`src/rtl/spi_master_cfg.sv`:
```
// spi_master_cfg: mode-configurable SPI master with programmable SCLK divider,
// multiple chip selects and multi-word bursts (chip select held between words).
// Optional feature macro: SPI_MASTER_LSB_FIRST_EN selects LSB-first shifting
// for both MOSI and MISO. When it is not defined, words are sent MSB first.

module spi_master_cfg #(
   parameter int BUS_WIDTH         = 8,
   parameter int CLKS_PER_HALF_BIT = 2,
   parameter int NUM_CS            = 2,
   parameter int CS_SEL_W          = (NUM_CS > 1) ? $clog2(NUM_CS) : 1
) (
   input  logic                 i_Clk,
   input  logic                 i_Rst_L,
   input  logic [1:0]           i_Mode,
   input  logic [CS_SEL_W-1:0]  i_CS_Sel,
   input  logic                 i_TX_DV,
   input  logic [BUS_WIDTH-1:0] i_TX_Byte,
   input  logic                 i_TX_Last,
   output logic                 o_TX_Ready,
   output logic                 o_RX_DV,
   output logic [BUS_WIDTH-1:0] o_RX_Byte,
   output logic                 o_SPI_Clk,
   output logic                 o_SPI_MOSI,
   input  logic                 i_SPI_MISO,
   output logic [NUM_CS-1:0]    o_SPI_CS_n
);

   localparam int HALF_W = (CLKS_PER_HALF_BIT > 1) ? $clog2(CLKS_PER_HALF_BIT) : 1;
   localparam int EDGE_W = $clog2(2 * BUS_WIDTH);

   typedef enum logic [2:0] {
      IDLE,
      SETUP,
      XFER,
      WAIT,
      HOLD
   } state_t;

   state_t                r_State;
   logic                  r_Cpol;
   logic                  r_Cpha;
   logic                  r_Last;
   logic [BUS_WIDTH-1:0]  r_TxShift;
   logic [BUS_WIDTH-1:0]  r_RxShift;
   logic [HALF_W-1:0]     r_HalfCnt;
   logic [EDGE_W-1:0]     r_EdgeCnt;
   logic                  r_TxReady;
   logic                  r_RxDv;
   logic [BUS_WIDTH-1:0]  r_RxByte;
   logic                  r_SpiClk;
   logic                  r_SpiMosi;
   logic [NUM_CS-1:0]     r_CS_n;

   logic                  w_Accept;
   logic                  w_HalfDone;
   logic                  w_Leading;
   logic                  w_FinalEdge;
   logic                  w_AccFirst;
   logic [BUS_WIDTH-1:0]  w_AccRest;
   logic                  w_ShFirst;
   logic [BUS_WIDTH-1:0]  w_ShRest;
   logic [BUS_WIDTH-1:0]  w_RxNext;
   logic [NUM_CS-1:0]     w_CsDecode;

   assign w_Accept    = i_TX_DV & r_TxReady;
   assign w_HalfDone  = (r_HalfCnt == HALF_W'(CLKS_PER_HALF_BIT - 1));
   assign w_Leading   = ~r_EdgeCnt[0];
   assign w_FinalEdge = (r_EdgeCnt == EDGE_W'(2 * BUS_WIDTH - 1));

`ifdef SPI_MASTER_LSB_FIRST_EN
   assign w_AccFirst = i_TX_Byte[0];
   assign w_AccRest  = {1'b0, i_TX_Byte[BUS_WIDTH-1:1]};
   assign w_ShFirst  = r_TxShift[0];
   assign w_ShRest   = {1'b0, r_TxShift[BUS_WIDTH-1:1]};
   assign w_RxNext   = {i_SPI_MISO, r_RxShift[BUS_WIDTH-1:1]};
`else
   assign w_AccFirst = i_TX_Byte[BUS_WIDTH-1];
   assign w_AccRest  = {i_TX_Byte[BUS_WIDTH-2:0], 1'b0};
   assign w_ShFirst  = r_TxShift[BUS_WIDTH-1];
   assign w_ShRest   = {r_TxShift[BUS_WIDTH-2:0], 1'b0};
   assign w_RxNext   = {r_RxShift[BUS_WIDTH-2:0], i_SPI_MISO};
`endif

   // Chip-select pattern for the requested index; an out-of-range index
   // leaves every line deasserted so the transfer runs with no slave selected.
   always_comb begin
      w_CsDecode = '1;
      for (int i = 0; i < NUM_CS; i++) begin
         if (i_CS_Sel == CS_SEL_W'(i)) begin
            w_CsDecode[i] = 1'b0;
         end
      end
   end

   // Burst sequencer: IDLE -> SETUP -> XFER -> (WAIT -> XFER)* -> HOLD -> IDLE,
   // with every pin and handshake output registered here.
   always_ff @(posedge i_Clk or negedge i_Rst_L) begin
      if (!i_Rst_L) begin
         r_State   <= IDLE;
         r_Cpol    <= 1'b0;
         r_Cpha    <= 1'b0;
         r_Last    <= 1'b0;
         r_TxShift <= '0;
         r_RxShift <= '0;
         r_HalfCnt <= '0;
         r_EdgeCnt <= '0;
         r_TxReady <= 1'b1;
         r_RxDv    <= 1'b0;
         r_RxByte  <= '0;
         r_SpiClk  <= 1'b0;
         r_SpiMosi <= 1'b0;
         r_CS_n    <= '1;
      end else begin
         r_RxDv <= 1'b0;
         case (r_State)
            IDLE: begin
               r_TxReady <= 1'b1;
               r_CS_n    <= '1;
               r_SpiClk  <= i_Mode[1];
               if (w_Accept) begin
                  r_Cpol    <= i_Mode[1];
                  r_Cpha    <= i_Mode[0];
                  r_Last    <= i_TX_Last;
                  r_CS_n    <= w_CsDecode;
                  r_TxReady <= 1'b0;
                  r_HalfCnt <= '0;
                  r_EdgeCnt <= '0;
                  r_RxShift <= '0;
                  if (!i_Mode[0]) begin
                     r_SpiMosi <= w_AccFirst;
                     r_TxShift <= w_AccRest;
                  end else begin
                     r_TxShift <= i_TX_Byte;
                  end
                  r_State <= SETUP;
               end
            end

            SETUP: begin
               if (w_HalfDone) begin
                  r_HalfCnt <= '0;
                  r_State   <= XFER;
               end else begin
                  r_HalfCnt <= r_HalfCnt + HALF_W'(1);
               end
            end

            XFER: begin
               if (!w_HalfDone) begin
                  r_HalfCnt <= r_HalfCnt + HALF_W'(1);
               end else begin
                  r_HalfCnt <= '0;
                  r_SpiClk  <= ~r_SpiClk;
                  r_EdgeCnt <= r_EdgeCnt + EDGE_W'(1);
                  if (w_Leading) begin
                     if (!r_Cpha) begin
                        r_RxShift <= w_RxNext;
                     end else begin
                        r_SpiMosi <= w_ShFirst;
                        r_TxShift <= w_ShRest;
                     end
                  end else begin
                     if (r_Cpha) begin
                        r_RxShift <= w_RxNext;
                     end else if (!w_FinalEdge) begin
                        r_SpiMosi <= w_ShFirst;
                        r_TxShift <= w_ShRest;
                     end
                  end
                  if (w_FinalEdge) begin
                     r_RxByte  <= r_Cpha ? w_RxNext : r_RxShift;
                     r_RxDv    <= 1'b1;
                     r_EdgeCnt <= '0;
                     if (r_Last) begin
                        r_State <= HOLD;
                     end else begin
                        r_TxReady <= 1'b1;
                        r_State   <= WAIT;
                     end
                  end
               end
            end

            WAIT: begin
               r_SpiClk <= r_Cpol;
               if (w_Accept) begin
                  r_TxReady <= 1'b0;
                  r_Last    <= i_TX_Last;
                  r_HalfCnt <= '0;
                  r_EdgeCnt <= '0;
                  r_RxShift <= '0;
                  if (!r_Cpha) begin
                     r_SpiMosi <= w_AccFirst;
                     r_TxShift <= w_AccRest;
                  end else begin
                     r_TxShift <= i_TX_Byte;
                  end
                  r_State <= XFER;
               end
            end

            HOLD: begin
               if (w_HalfDone) begin
                  r_HalfCnt <= '0;
                  r_CS_n    <= '1;
                  r_TxReady <= 1'b1;
                  r_State   <= IDLE;
               end else begin
                  r_HalfCnt <= r_HalfCnt + HALF_W'(1);
               end
            end

            default: begin
               r_State <= IDLE;
            end
         endcase
      end
   end

   assign o_TX_Ready = r_TxReady;
   assign o_RX_DV    = r_RxDv;
   assign o_RX_Byte  = r_RxByte;
   assign o_SPI_Clk  = r_SpiClk;
   assign o_SPI_MOSI = r_SpiMosi;
   assign o_SPI_CS_n = r_CS_n;

endmodule

```
`config.mk`:
```
export PLATFORM = sky130hd
export DESIGN_NAME = spi_master_cfg
export DESIGN_NICKNAME = d
export VERILOG_FILES = /design/src/rtl/spi_master_cfg.sv
export SDC_FILE = /design/constraint.sdc
export NUM_CORES = 1
export LEC_CHECK = 0
export BUFFER_PORTS_ARGS = -buffer_cell sky130_fd_sc_hd__buf_4
export CAP_MARGIN = 20
export CELL_PAD_IN_SITES_DETAIL_PLACEMENT = 1
export CELL_PAD_IN_SITES_GLOBAL_PLACEMENT = 2
export CORE_AREA = 2 2 83 85
export DETAILED_ROUTE_END_ITERATION = 16
export DIE_AREA = 0 0 85 87
export PLACE_DENSITY = 0.87
export SLEW_MARGIN = 20
export SYNTH_ARGS = -nofsm -noshare
export SYNTH_HDL_FRONTEND = slang
export SYNTH_SLANG_ARGS = --single-unit
```
`constraint.sdc`:
```
create_clock -name i_Clk -period 2 [get_ports i_Clk]
set_input_delay 0.4 -clock i_Clk [delete_from_list [all_inputs] [get_ports i_Clk]]
set_output_delay 0.4 -clock i_Clk [all_outputs]
set_load 0.05 [all_outputs]
```
-- Word level (Yosys, flattened, before mapping)
Cells that the tools add are included.
Widths: inputs -> output; s select.
- bits in writable memories: 0
- latch bits: 0
- memories kept: 0
- output and inout bits: 14
- flip-flop bits (word level): 41
- input bits: 16
- ROM bits: 0
- word-level logic and storage cells: 114
- $lt $le $gt $ge: 0
- div/mod/pow operators: 0
- equality and inequality tests: 19
- add/sub/neg operators: 2
- $mul: 0
- shifts and indexed selects: 0
- reduce and logical (&&, ||, !) cells: 20
- bitwise gates (word level): 2
- mux-type cells: 57
- operators with widths (kind ; number):
    $mux 8 ; 14
    $pmux 8 s3 ; 1
    $mux 1 ; 22
    $mux 3 ; 7
    $ne 2x2->1 const B ; 9
    $pmux 8 s2 ; 1
    $pmux 3 s5 ; 1
    $mux 4 ; 3
    $ne 3x3->1 const B ; 4
    $reduce_and 6->1 ; 2
    $reduce_and 2->1 ; 5
    $reduce_and 9->1 ; 1
    $pmux 4 s2 ; 1
    $reduce_and 7->1 ; 1
    $eq 3x2->1 const B ; 2
    $pmux 1 s3 ; 2
    $reduce_and 3->1 ; 2
    $reduce_bool 2->1 ; 3
    $add 4x1->4 const B ; 1
    $eq 4x4->1 const B ; 1
    $mux 2 ; 2
    $pmux 1 s4 ; 1
    $pmux 2 s2 ; 1
    $reduce_and 4->1 ; 1
    other kinds (12) ; 12

-- Depth between registers and ports, before layout
Gate-level depths: netlist of run 1.
- depth in word-level cells: 6
- mapped depth: 7

-- Worst setup path before layout of run 1
OpenSTA, ideal clock, no wires.
- path kind: register -> register
- from: register r_TxReady (netlist: o_TX_Ready)
- to: register r_TxShift[0]
- stages on the path, launching flop included: 7
- arrival time: 1.709 ns
- path slack: 0.209 ns
- path through: dfstp_2 -> and3_1 -> o21ai_2 -> a211oi_4 -> buf_6 -> nand3_1 -> o21ai_0
- longest elaborated chain between the ends: 3
- elaborated cells on any way between the ends: 4
- RTL lines (what ; RTL line ; source):
    start, declared ; 47 ; logic r_TxReady;
    start signal, assigned ; 107 ; r_TxReady <= 1'b1;
    start signal, assigned ; 117 ; r_TxReady <= 1'b1;
    start signal, assigned ; 125 ; r_TxReady <= 1'b0;
    $and 1x1->1 (*) ; 65 ; assign w_Accept = i_TX_DV & r_TxReady;
    $ne 2x2->1 (no source line) ; n/a ;
    $reduce_and 7->1 (no source line) (*) ; n/a ;
    end signal, assigned ; 131 ; r_TxShift <= w_AccRest;
    end signal, assigned ; 133 ; r_TxShift <= i_TX_Byte;
    end signal, assigned ; 160 ; r_TxShift <= w_ShRest;
    end, declared ; 43 ; logic [BUS_WIDTH-1:0] r_TxShift;
Every way passes the cells marked *; elsewhere a longest branch is shown, timed or not.
A chain may end at the register's enable or synchronous reset.

-- Final worst setup path of run 1
- from: register r_EdgeCnt[0]
- to: register r_SpiMosi (netlist: o_SPI_MOSI)
- longest elaborated chain between the ends: 3
- elaborated cells on any way between the ends: 8
- RTL lines (what ; RTL line ; source):
    start, declared ; 46 ; logic [EDGE_W-1:0] r_EdgeCnt;
    start signal, assigned ; 154 ; r_EdgeCnt <= r_EdgeCnt + EDGE_W'(1);
    $eq 4x4->1 / $mux 1 (equally long branches) ; 68, 155 ;
    $ne 3x3->1 (no source line) / $mux 1 (equally long branches) ; n/a ;
    $reduce_and 9->1 (no source line) / $pmux 1 s3 (equally long branches) ; n/a ;
    end signal, assigned ; 130 ; r_SpiMosi <= w_AccFirst;
    end signal, assigned ; 159 ; r_SpiMosi <= w_ShFirst;
    end signal, assigned ; 166 ; r_SpiMosi <= w_ShFirst;
    end, declared ; 51 ; logic r_SpiMosi;
Several ways; a longest one is shown, not always the timed one. The select of a mux whose other input is x is not followed.

==> results of run 1 <==
==> through the flow <==
step           utilization  hold WS (ns)  instances
2_1_floorplan            -        0.1044        237
3_3_place_gp        0.3977        0.4164        345
3_5_place_dp        0.3977        0.4203        345
4_1_cts             0.4120       0.08115        353
5_1_grt             0.4131        0.1055        353
6_report            0.4131       0.06482        353
==> cells by family after synthesis <==
kind of cell	synth area share
adders and majority gates	0.005485
AOI/OAI and AO/OA	0.2299
buffers and inverters	0.05485
DFF	0.4515
and+or+nand+nor	0.1377
muxes	0.1207
==> flip-flops by register name (all words and copies together) (netlist names), 2 cells and up <==
register and flops:
o_RX_Byte 8, o_SPI_CS_n 2, r_EdgeCnt 4, r_RxShift 8
r_State 3, r_TxShift 8
==> cells in the mapped netlist (2+ instances only) <==
cell type and number:
dfrtp_1 38, a21oi_1 16, buf_2 4, mux2_2 2
nor2b_1 2, o211ai_1 7, and3_1 2, a22o_1 9
mux2i_1 23, buf_4 2, buf_1 2, inv_1 13
clkbuf_1 3, o21ai_0 5, nor2_1 18, a21o_1 3
nand2_1 30, nand3_1 6, dfstp_2 3, and2b_1 2
mux2_1 2, o21ai_1 18, or3_1 2, nor3_2 2
o31ai_1 3, buf_6 2
==> per-layer routing <==
layer | global-route usage | vias up | wire, um
met1 | 0.1955 | 904 | 2416
met5 | 0 | - | 0
li1 | - | 911 | -
met3 | 0.03412 | 5 | 195
met4 | 0.04329 | 0 | 51
met2 | 0.2663 | 28 | 2539
==> worst max-delay path by stage <==
| stage | from | to | slack [ns] | cells past startpoint |
|---|---|---|---|---|
| floorplan | o_TX_Ready | r_TxShift[0] | 0.21 | 6 |
| global placement | r_EdgeCnt[0] | r_TxShift[6] | 0.22 | 7 |
| detailed placement | r_EdgeCnt[0] | o_SPI_MOSI | 0.14 | 7 |
| CTS | r_EdgeCnt[0] | o_SPI_MOSI | 0.11 | 7 |
| global route | r_EdgeCnt[0] | r_TxShift[6] | 0.02 | 7 |
| finish | r_EdgeCnt[0] | o_SPI_MOSI | 0.17 | 7 |
==> layout make-up <==
| type | instances | share of cell area |
|---|---|---|
| Inverter | 13 | 0.01798 |
| Sequential cell | 41 | 0.3799 |
| Timing Repair Buffer | 41 | 0.1134 |
| Clock inverter | 3 | 0.009221 |
| Multi-Input combinational cell | 170 | 0.4172 |
| Clock buffer | 5 | 0.02536 |
| Tap cell | 80 | 0.03688 |
==> placed cells by master (no fill, tap or decap), types with 2 or more instances in the layout <==
master     n
buf_4     41
o211ai_1   7
nand2_1   30
a21oi_1   16
clkbuf_8   5
mux2_2     2
o31ai_1    3
nor2b_1    2
inv_1     13
nor2_1    18
o21ai_1   18
a21o_1     3
mux2i_1   23
dfrtp_1   37
dfstp_2    3
or3_1      2
a22o_1     9
and2b_1    2
o21ai_0    5
inv_6      2
nand3_1    6
and3_1     2
mux2_1     2
==> power groups by stage <==
stage | Clock [W] | Combinational [W] | Sequential [W]
after floorplan | 0 | 0.00132 | 0.00150
after global placement | 0 | 0.00190 | 0.00142
after detailed placement | 0 | 0.00195 | 0.00143
after CTS | 0.000604 | 0.00196 | 0.00142
after global routing | 0.000627 | 0.00217 | 0.00147
final | 0.000575 | 0.00194 | 0.00142
==> results.sh, run 1 <==
export IMPL_fin_crit_ns=1.828
export IMPL_p_leak_nw=1.243
export IMPL_path_clk_slew_ns=0.09
export IMPL_grt_pass1_vias=1873
export IMPL_hold_class="input pin to async pin"
export IMPL_ant_nets=0
export IMPL_run_status="finished, final reports clean"
export IMPL_reg2reg_to="o_SPI_MOSI"
export IMPL_vias=1848
export IMPL_slew_viol_final=0
export IMPL_fin_nets=289
export IMPL_critPathLaunchType="flop"
export IMPL_clockRootBuffer="clkbuf_8"
export IMPL_die_x_um=85
export IMPL_fin_area_um2=2714
export IMPL_slowest_delay_ns=0.43
export IMPL_first_pass_iters=4
export IMPL_post_cts_resized_instances=0
export IMPL_max_slew_margin=0.6036
export IMPL_dp_hpwl_um=3812
export IMPL_antenna_cells=0
export IMPL_cp_end_kind="flop"
export IMPL_p_total_w=0.003938
export IMPL_yosysWarnings=0
export IMPL_drt_initial_drc_count=54
export IMPL_async_flop_share=1.000
export IMPL_clkPwrFrac=0.146
export IMPL_antenna_found_initial=0
export IMPL_swShare=0.4334
export IMPL_fin_ws_ns=0.1719
export IMPL_crit_buf_inv=1
export IMPL_dominantRegCellSynth="dfrtp_1"
export IMPL_syn_area_um2=2281
export IMPL_synthesis_instances=237
export IMPL_synth_fp_nets=254
export IMPL_area_growth_pct=18.98
export IMPL_powerDensity_nw_per_um2=1451
export IMPL_path_max_fanout=18
export IMPL_multi_input_area_um2=1132
export IMPL_num_rows=30
export IMPL_io_buffers=29
export IMPL_fmax_ghz=0.5470
export IMPL_cp_slowest_cell="dfrtp_2"
export IMPL_rr_startpoint="r_EdgeCnt[0]"
export IMPL_hold_violations=0
export IMPL_p_comb_frac=0.493
export IMPL_setup_viol=0
export IMPL_fillCellCount=767
export IMPL_ir_drop_mv=0.4614
export IMPL_yosys_top_cells_area="dfrtp_1 42%, mux2i_1 10%, nand2_1 4.9%, o21ai_1 3.9%, a21oi_1 3.5%"
export IMPL_grt_usage=0.1546
export IMPL_grt_overflow=0
export IMPL_wl_per_cell_um=14.74
export IMPL_cts_max_path_buffers=2
export IMPL_pwr_share_seq=0.361
export IMPL_clk_insertion_delay_late_ns=0.30
export IMPL_drive_gt1_frac=0.2344
export IMPL_netlist_area_leader_share=0.4169
export IMPL_seq_area_frac_synth=0.4515
export IMPL_gp_congestion=0.8120
export IMPL_drc=0
export IMPL_crit_chain="ha_1 > nand3_1 > a2111oi_4 > a211oi_4 > buf_4 > a21oi_1 > a31oi_1"
export IMPL_yosysTopAreaCell="dfrtp_1"
export IMPL_cp_top_family="compound AO/OA/AOI/OAI gates"
export IMPL_post_dp_cell_area_um2=2613
export IMPL_avgViaCountPerCell=5.235
export IMPL_drv_cap=0
export IMPL_io_pins=30
export IMPL_cts_tree="done"
export IMPL_fin_tns_setup_ns=0
export IMPL_internal_power_w=0.002231
export IMPL_synth_avg_cell_area_um2=9.624
export IMPL_cp_required_ns=2.18
export IMPL_grt_first_pass_wirelength_um=9073
export IMPL_power_switching_w=0.001707
export IMPL_cts_buffers=5
export IMPL_fin_worst_skew_ns=0.006570
export IMPL_crit_arrival_ns=2.01
export IMPL_synth_edff_count=0
export IMPL_tightest_slew_ns=0.5936
export IMPL_crit_type="flop to flop"
export IMPL_die_y_um=87
export IMPL_initial_core_util=0.3472
export IMPL_layout_area_seq_um2=1031
export IMPL_synth_seq_cells=41
export IMPL_grt_max_degree=42
export IMPL_postRouteWirelength_um=5202
export IMPL_postCtsSetupBuffers=0
export IMPL_r2r_slack_ns=0.17
export IMPL_fin_crit_sh=0.9141
export IMPL_place_ws_ns=0.1376
export IMPL_htree_levels=2
export IMPL_synth_cell_types=44
export IMPL_clock_sinks=41
export IMPL_coreArea_um2=6569
export IMPL_reg2regPathDepth=7
export IMPL_rsz0062_at_grt="false"
export IMPL_die_area_um2=7395
export IMPL_hold_buffers=0
Power figures use the tool's default switching activity.
==> run 2, diff against run 1 <==
--- a/config.mk
+++ b/config.mk
@@ -9,10 +9,10 @@
 export CAP_MARGIN = 20
 export CELL_PAD_IN_SITES_DETAIL_PLACEMENT = 1
 export CELL_PAD_IN_SITES_GLOBAL_PLACEMENT = 2
-export CORE_AREA = 2 2 83 85
+export CORE_AREA = 2 2 80 82
 export DETAILED_ROUTE_END_ITERATION = 16
-export DIE_AREA = 0 0 85 87
-export PLACE_DENSITY = 0.87
+export DIE_AREA = 0 0 82 84
+export PLACE_DENSITY = 0.93
 export SLEW_MARGIN = 20
 export SYNTH_ARGS = -nofsm -noshare
 export SYNTH_HDL_FRONTEND = slang
==> constraint.sdc (replaced) <==
create_clock -name i_Clk -period 2.3 [get_ports i_Clk]
set_input_delay 0.46 -clock i_Clk [delete_from_list [all_inputs] [get_ports i_Clk]]
set_output_delay 0.46 -clock i_Clk [all_outputs]
set_load 0.05 [all_outputs]
==> results.sh, run 2 (same netlist as run 1, synthesis figures left out) <==
export IMPL_fin_ws_ns=0.2542
export IMPL_area_growth_pct=19.75
export IMPL_cp_required_ns=2.52
export IMPL_p_comb_frac=0.472
export IMPL_path_max_fanout=18
export IMPL_initial_core_util=0.3742
export IMPL_post_dp_cell_area_um2=2594
export IMPL_gp_congestion=0.8174
export IMPL_crit_chain="ha_1 > nand3_1 > a2111oi_4 > a211oi_4 > o211ai_1 > o21ai_1"
export IMPL_final_cells=348
export IMPL_die_area_um2=6888
export IMPL_run_status="finished, final reports clean"
export IMPL_crit_arrival_ns=2.27
export IMPL_drive_gt1_frac=0.2251
export IMPL_drv_cap=0
export IMPL_clk_insertion_delay_late_ns=0.29
export IMPL_first_pass_iters=4
export IMPL_antenna_found_initial=0
export IMPL_rsz0062_at_grt="false"
export IMPL_cts_tree="done"
export IMPL_io_pins=30
export IMPL_place_ws_ns=0.2752
export IMPL_post_cts_resized_instances=0
export IMPL_cp_end_kind="flop"
export IMPL_max_slew_margin=0.5033
export IMPL_final_cell_mix="39 x buf_4, 38 x dfrtp_1, 30 x nand2_1"
export IMPL_tightest_slew_ns=0.7426
export IMPL_drt_initial_drc_count=108
export IMPL_drc=0
export IMPL_slowest_delay_ns=0.66
export IMPL_fin_crit_sh=0.8895
export IMPL_final_common_cell="buf_4"
export IMPL_fin_area_um2=2731
export IMPL_fmax_ghz=0.4888
export IMPL_grt_usage=0.1790
export IMPL_placed_cells=340
export IMPL_avgViaCountPerCell=5.388
export IMPL_ant_nets=0
export IMPL_antenna_cells=0
export IMPL_num_rows=29
export IMPL_wl_per_cell_um=15.80
export IMPL_fin_tns_setup_ns=0
export IMPL_fin_hold_ws_ns=0.1254
export IMPL_grt_overflow=0
export IMPL_power_switching_w=0.001494
export IMPL_cp_slowest_cell="a211oi_4"
export IMPL_ir_drop_mv=0.4299
export IMPL_postCtsSetupBuffers=0
export IMPL_die_y_um=84
export IMPL_fin_nets=287
export IMPL_grt_max_degree=42
export IMPL_die_x_um=82
export IMPL_coreArea_um2=6096
export IMPL_cts_max_path_buffers=2
export IMPL_powerDensity_nw_per_um2=1329
export IMPL_cts_buffers=5
export IMPL_slew_viol_final=0
export IMPL_pwr_share_seq=0.332
export IMPL_critPathLaunchType="flop"
export IMPL_setup_viol=0
export IMPL_htree_levels=2
export IMPL_hold_class="input pin to async pin"
export IMPL_p_leak_nw=1.256
export IMPL_internal_power_w=0.002137
export IMPL_clockRootBuffer="clkbuf_8"
export IMPL_grt_pass1_vias=2023
export IMPL_crit_type="flop to flop"
export IMPL_vias=1875
export IMPL_hold_buffers=0
export IMPL_path_clk_slew_ns=0.09
export IMPL_fin_worst_skew_ns=0.006989
export IMPL_io_buffers=29
export IMPL_hold_violations=0
export IMPL_clock_sinks=41
export IMPL_swShare=0.4114
export IMPL_grt_first_pass_wirelength_um=9680
export IMPL_clkPwrFrac=0.195
export IMPL_fin_crit_ns=2.046
export IMPL_dp_hpwl_um=3923
export IMPL_postRouteWirelength_um=5497
run 2: final timing paths:
kind | from | end | slack [ns] | cells after the start
max | r_EdgeCnt[1] | r_TxShift[6] | 0.25 | 6
min | i_Rst_L | o_RX_Byte[2] | 0.13 | 1
max reg2reg | r_EdgeCnt[1] | r_TxShift[6] | 0.25 | 6
min reg2reg | o_RX_Byte[3] | o_RX_Byte[3] | 0.49 | 2
max in group asynchronous | i_Rst_L | o_TX_Ready | 1.80 | 1
min in group i_Clk | i_CS_Sel | o_SPI_CS_n[1] | 0.32 | 2
run 2: final cells by class:
cell class	instances	area, um^2
fill	734	3364
multi-input combinational	170	1126
sequential	41	1030
timing repair buffer	39	292.8
tap	77	96.34
clock buffer	5	68.82
clock inverter	3	68.82
inverter	13	48.80
run 2: power by group through the flow:
stage / Combinational (W) / Clock (W) / Sequential [W]
floorplan: 0.00115 / 0 / 0.00130
global placement: 0.00166 / 0 / 0.00121
detailed placement: 0.00172 / 0 / 0.00122
CTS: 0.00174 / 0.000717 / 0.00121
global route: 0.00191 / 0.000749 / 0.00125
finish: 0.00172 / 0.000709 / 0.00121
run 2: worst max-delay path, delay by kind of cell, from the launching register on:
family | cells | cell delay [ns]
AOI/OAI and AO/OA | 4 | 1.11
adders and majority gates | 1 | 0.25
and+or+nand+nor | 1 | 0.20
DFF | 1 | 0.42
run 2: stage by stage:
stage,utilization,power [W]
6_report,0.4481,0.003631
5_1_grt,0.4481,0.003907
4_1_cts,0.4481,0.003663
3_5_place_dp,0.4255,0.002942
3_3_place_gp,0.4255,0.002863
2_1_floorplan,-,0.002452
run 2: per-layer routing:
metal | part of all wire | vias up | wire length, um | global-route usage
met2 | 0.51 | 32 | 2783 | 0.3112
met1 | 0.45 | 932 | 2483 | 0.2266
met4 | 0.0086 | 0 | 47 | 0.03636
li1 | - | 906 | - | -
met5 | 0 | - | 0 | 0
met3 | 0.033 | 5 | 183 | 0.03571
==> run 3, diff against run 2 <==
--- a/config.mk
+++ b/config.mk
@@ -10,9 +10,11 @@
 export CELL_PAD_IN_SITES_DETAIL_PLACEMENT = 1
 export CELL_PAD_IN_SITES_GLOBAL_PLACEMENT = 2
 export CORE_AREA = 2 2 80 82
+export CTS_CLUSTER_DIAMETER = 50
 export DETAILED_ROUTE_END_ITERATION = 16
 export DIE_AREA = 0 0 82 84
 export PLACE_DENSITY = 0.93
+export RECOVER_POWER = 100
 export SLEW_MARGIN = 20
 export SYNTH_ARGS = -nofsm -noshare
 export SYNTH_HDL_FRONTEND = slang
==> results.sh, run 3 (same netlist as run 1, synthesis figures left out) <==
export IMPL_gp_congestion=0.8174
export IMPL_dp_hpwl_um=3923
export IMPL_cp_slowest_cell="dfrtp_1"
export IMPL_rsz0062_at_grt="false"
export IMPL_setup_viol=0
export IMPL_power_switching_w=0.001469
export IMPL_postCtsSetupBuffers=0
export IMPL_drc=0
export IMPL_io_pins=30
export IMPL_wl_met3_um=222
export IMPL_slowest_delay_ns=0.46
export IMPL_grt_pass1_vias=2023
export IMPL_cp_required_ns=2.48
export IMPL_cts_buffers=5
export IMPL_hold_class="input pin to async pin"
export IMPL_ant_nets=0
export IMPL_area_growth_pct=16.84
export IMPL_post_dp_cell_area_um2=2594
export IMPL_drt_initial_drc_count=97
export IMPL_drv_cap=0
export IMPL_p_leak_nw=1.198
export IMPL_path_max_fanout=28
export IMPL_postRouteWirelength_um=5502
export IMPL_die_area_um2=6888
export IMPL_die_y_um=84
export IMPL_wl_met2_um=2806
export IMPL_crit_arrival_ns=2.27
export IMPL_cp_top_family="buffers and inverters"
export IMPL_p_comb_frac=0.461
export IMPL_antenna_found_initial=0
export IMPL_drive_gt1_frac=0.1587
export IMPL_final_common_cell="dfrtp_1"
export IMPL_crit_type="flop to flop"
export IMPL_swShare=0.4147
export IMPL_routed_top_layer="met4"
export IMPL_coreArea_um2=6096
export IMPL_met1Wirelength_um=2420
export IMPL_slew_viol_final=0
export IMPL_htree_levels=2
export IMPL_clkPwrFrac=0.199
export IMPL_num_rows=29
export IMPL_fillCellCount=735
export IMPL_cts_max_path_buffers=2
export IMPL_cp_end_kind="flop"
export IMPL_grt_overflow=0
export IMPL_crit_chain="buf_4 > or2_0 > a21oi_4 > clkbuf_1 > nand3_1 > mux2_2"
export IMPL_io_buffers=29
export IMPL_die_x_um=82
export IMPL_grt_max_degree=42
export IMPL_internal_power_w=0.002073
export IMPL_vias=1885
export IMPL_first_pass_iters=4
export IMPL_fin_area_um2=2665
export IMPL_final_cell_mix="38 x dfrtp_1, 30 x nand2_1, 23 x mux2i_1, 23 x buf_4, 19 x o21ai_0"
export IMPL_cts_tree="done"
export IMPL_ir_drop_mv=0.4051
export IMPL_fin_crit_sh=0.9074
export IMPL_path_clk_slew_ns=0.09
export IMPL_wl_per_cell_um=15.81
export IMPL_hold_buffers=0
export IMPL_fin_worst_skew_ns=0.006355
export IMPL_avgViaCountPerCell=5.417
export IMPL_fin_nets=287
export IMPL_run_status="finished, final reports clean"
export IMPL_tightest_slew_ns=1.008
export IMPL_clockRootBuffer="clkbuf_8"
export IMPL_hold_violations=0
export IMPL_initial_core_util=0.3742
export IMPL_fmax_ghz=0.4791
export IMPL_grt_usage=0.1790
export IMPL_antenna_cells=0
export IMPL_clk_insertion_delay_late_ns=0.29
export IMPL_grt_first_pass_wirelength_um=9680
export IMPL_clock_sinks=41
export IMPL_powerDensity_nw_per_um2=1329
export IMPL_fin_crit_ns=2.087
export IMPL_pwr_share_seq=0.339
export IMPL_critPathLaunchType="flop"
export IMPL_max_slew_margin=0.3281
export IMPL_crit_buf_inv=2
export IMPL_fin_hold_ws_ns=0.3184
export IMPL_fin_tns_setup_ns=0
export IMPL_post_cts_resized_instances=0
[run 3: cell types whose count changed in the layout (fill, tap and decap cells not counted), sizes merged]
cell,delta
buf,-16
clkbuf,+16
[run 3: metrics by stage]
step	std cells	util	total power (W)	setup WS [ns]
after floorplan	237	-	0.002452	0.5088
after global placement	340	0.4255	0.002863	0.3587
after detailed placement	340	0.4255	0.002942	0.2752
after CTS	348	0.4481	0.003663	0.2592
after global routing	348	0.4372	0.003832	0.04498
final	348	0.4372	0.003542	0.2129
[run 3: metal layers]
layer | GRT usage | up-vias
met5 | 0 | -
met4 | 0.03636 | 0
met3 | 0.03571 | 5
met2 | 0.3112 | 37
met1 | 0.2266 | 937
li1 | - | 906
[run 3: power groups by stage]
stage	sequential [W]	clock (W)	combinational [W]
floorplan	0.00130	0	0.00115
global placement	0.00121	0	0.00166
detailed placement	0.00122	0	0.00172
CTS	0.00121	0.000717	0.00174
global route	0.00124	0.000749	0.00184
finish	0.00120	0.000706	0.00163
[run 3: area by class of cell]
type	instances	area (um^2)	area share
Sequential cell	41	1030	0.3864
Inverter	13	48.80	0.01831
Timing Repair Buffer	39	234.0	0.08779
Clock buffer	5	68.82	0.02582
Clock inverter	3	68.82	0.02582
Multi-Input combinational cell	170	1119	0.4197
Tap cell	77	96.34	0.03615
[run 3: worst paths after layout]
check	from	endpoint	slack (ns)	depth (start not counted)
max	r_State[0]	r_Last	0.21	6
min	i_Rst_L	o_RX_Byte[2]	0.32	1
max reg2reg	r_State[0]	r_Last	0.21	6
min reg2reg	o_RX_Byte[3]	o_RX_Byte[3]	0.48	2
max in group asynchronous	i_Rst_L	r_EdgeCnt[2]	1.36	1
min in group i_Clk	i_CS_Sel	o_SPI_CS_n[1]	0.32	2
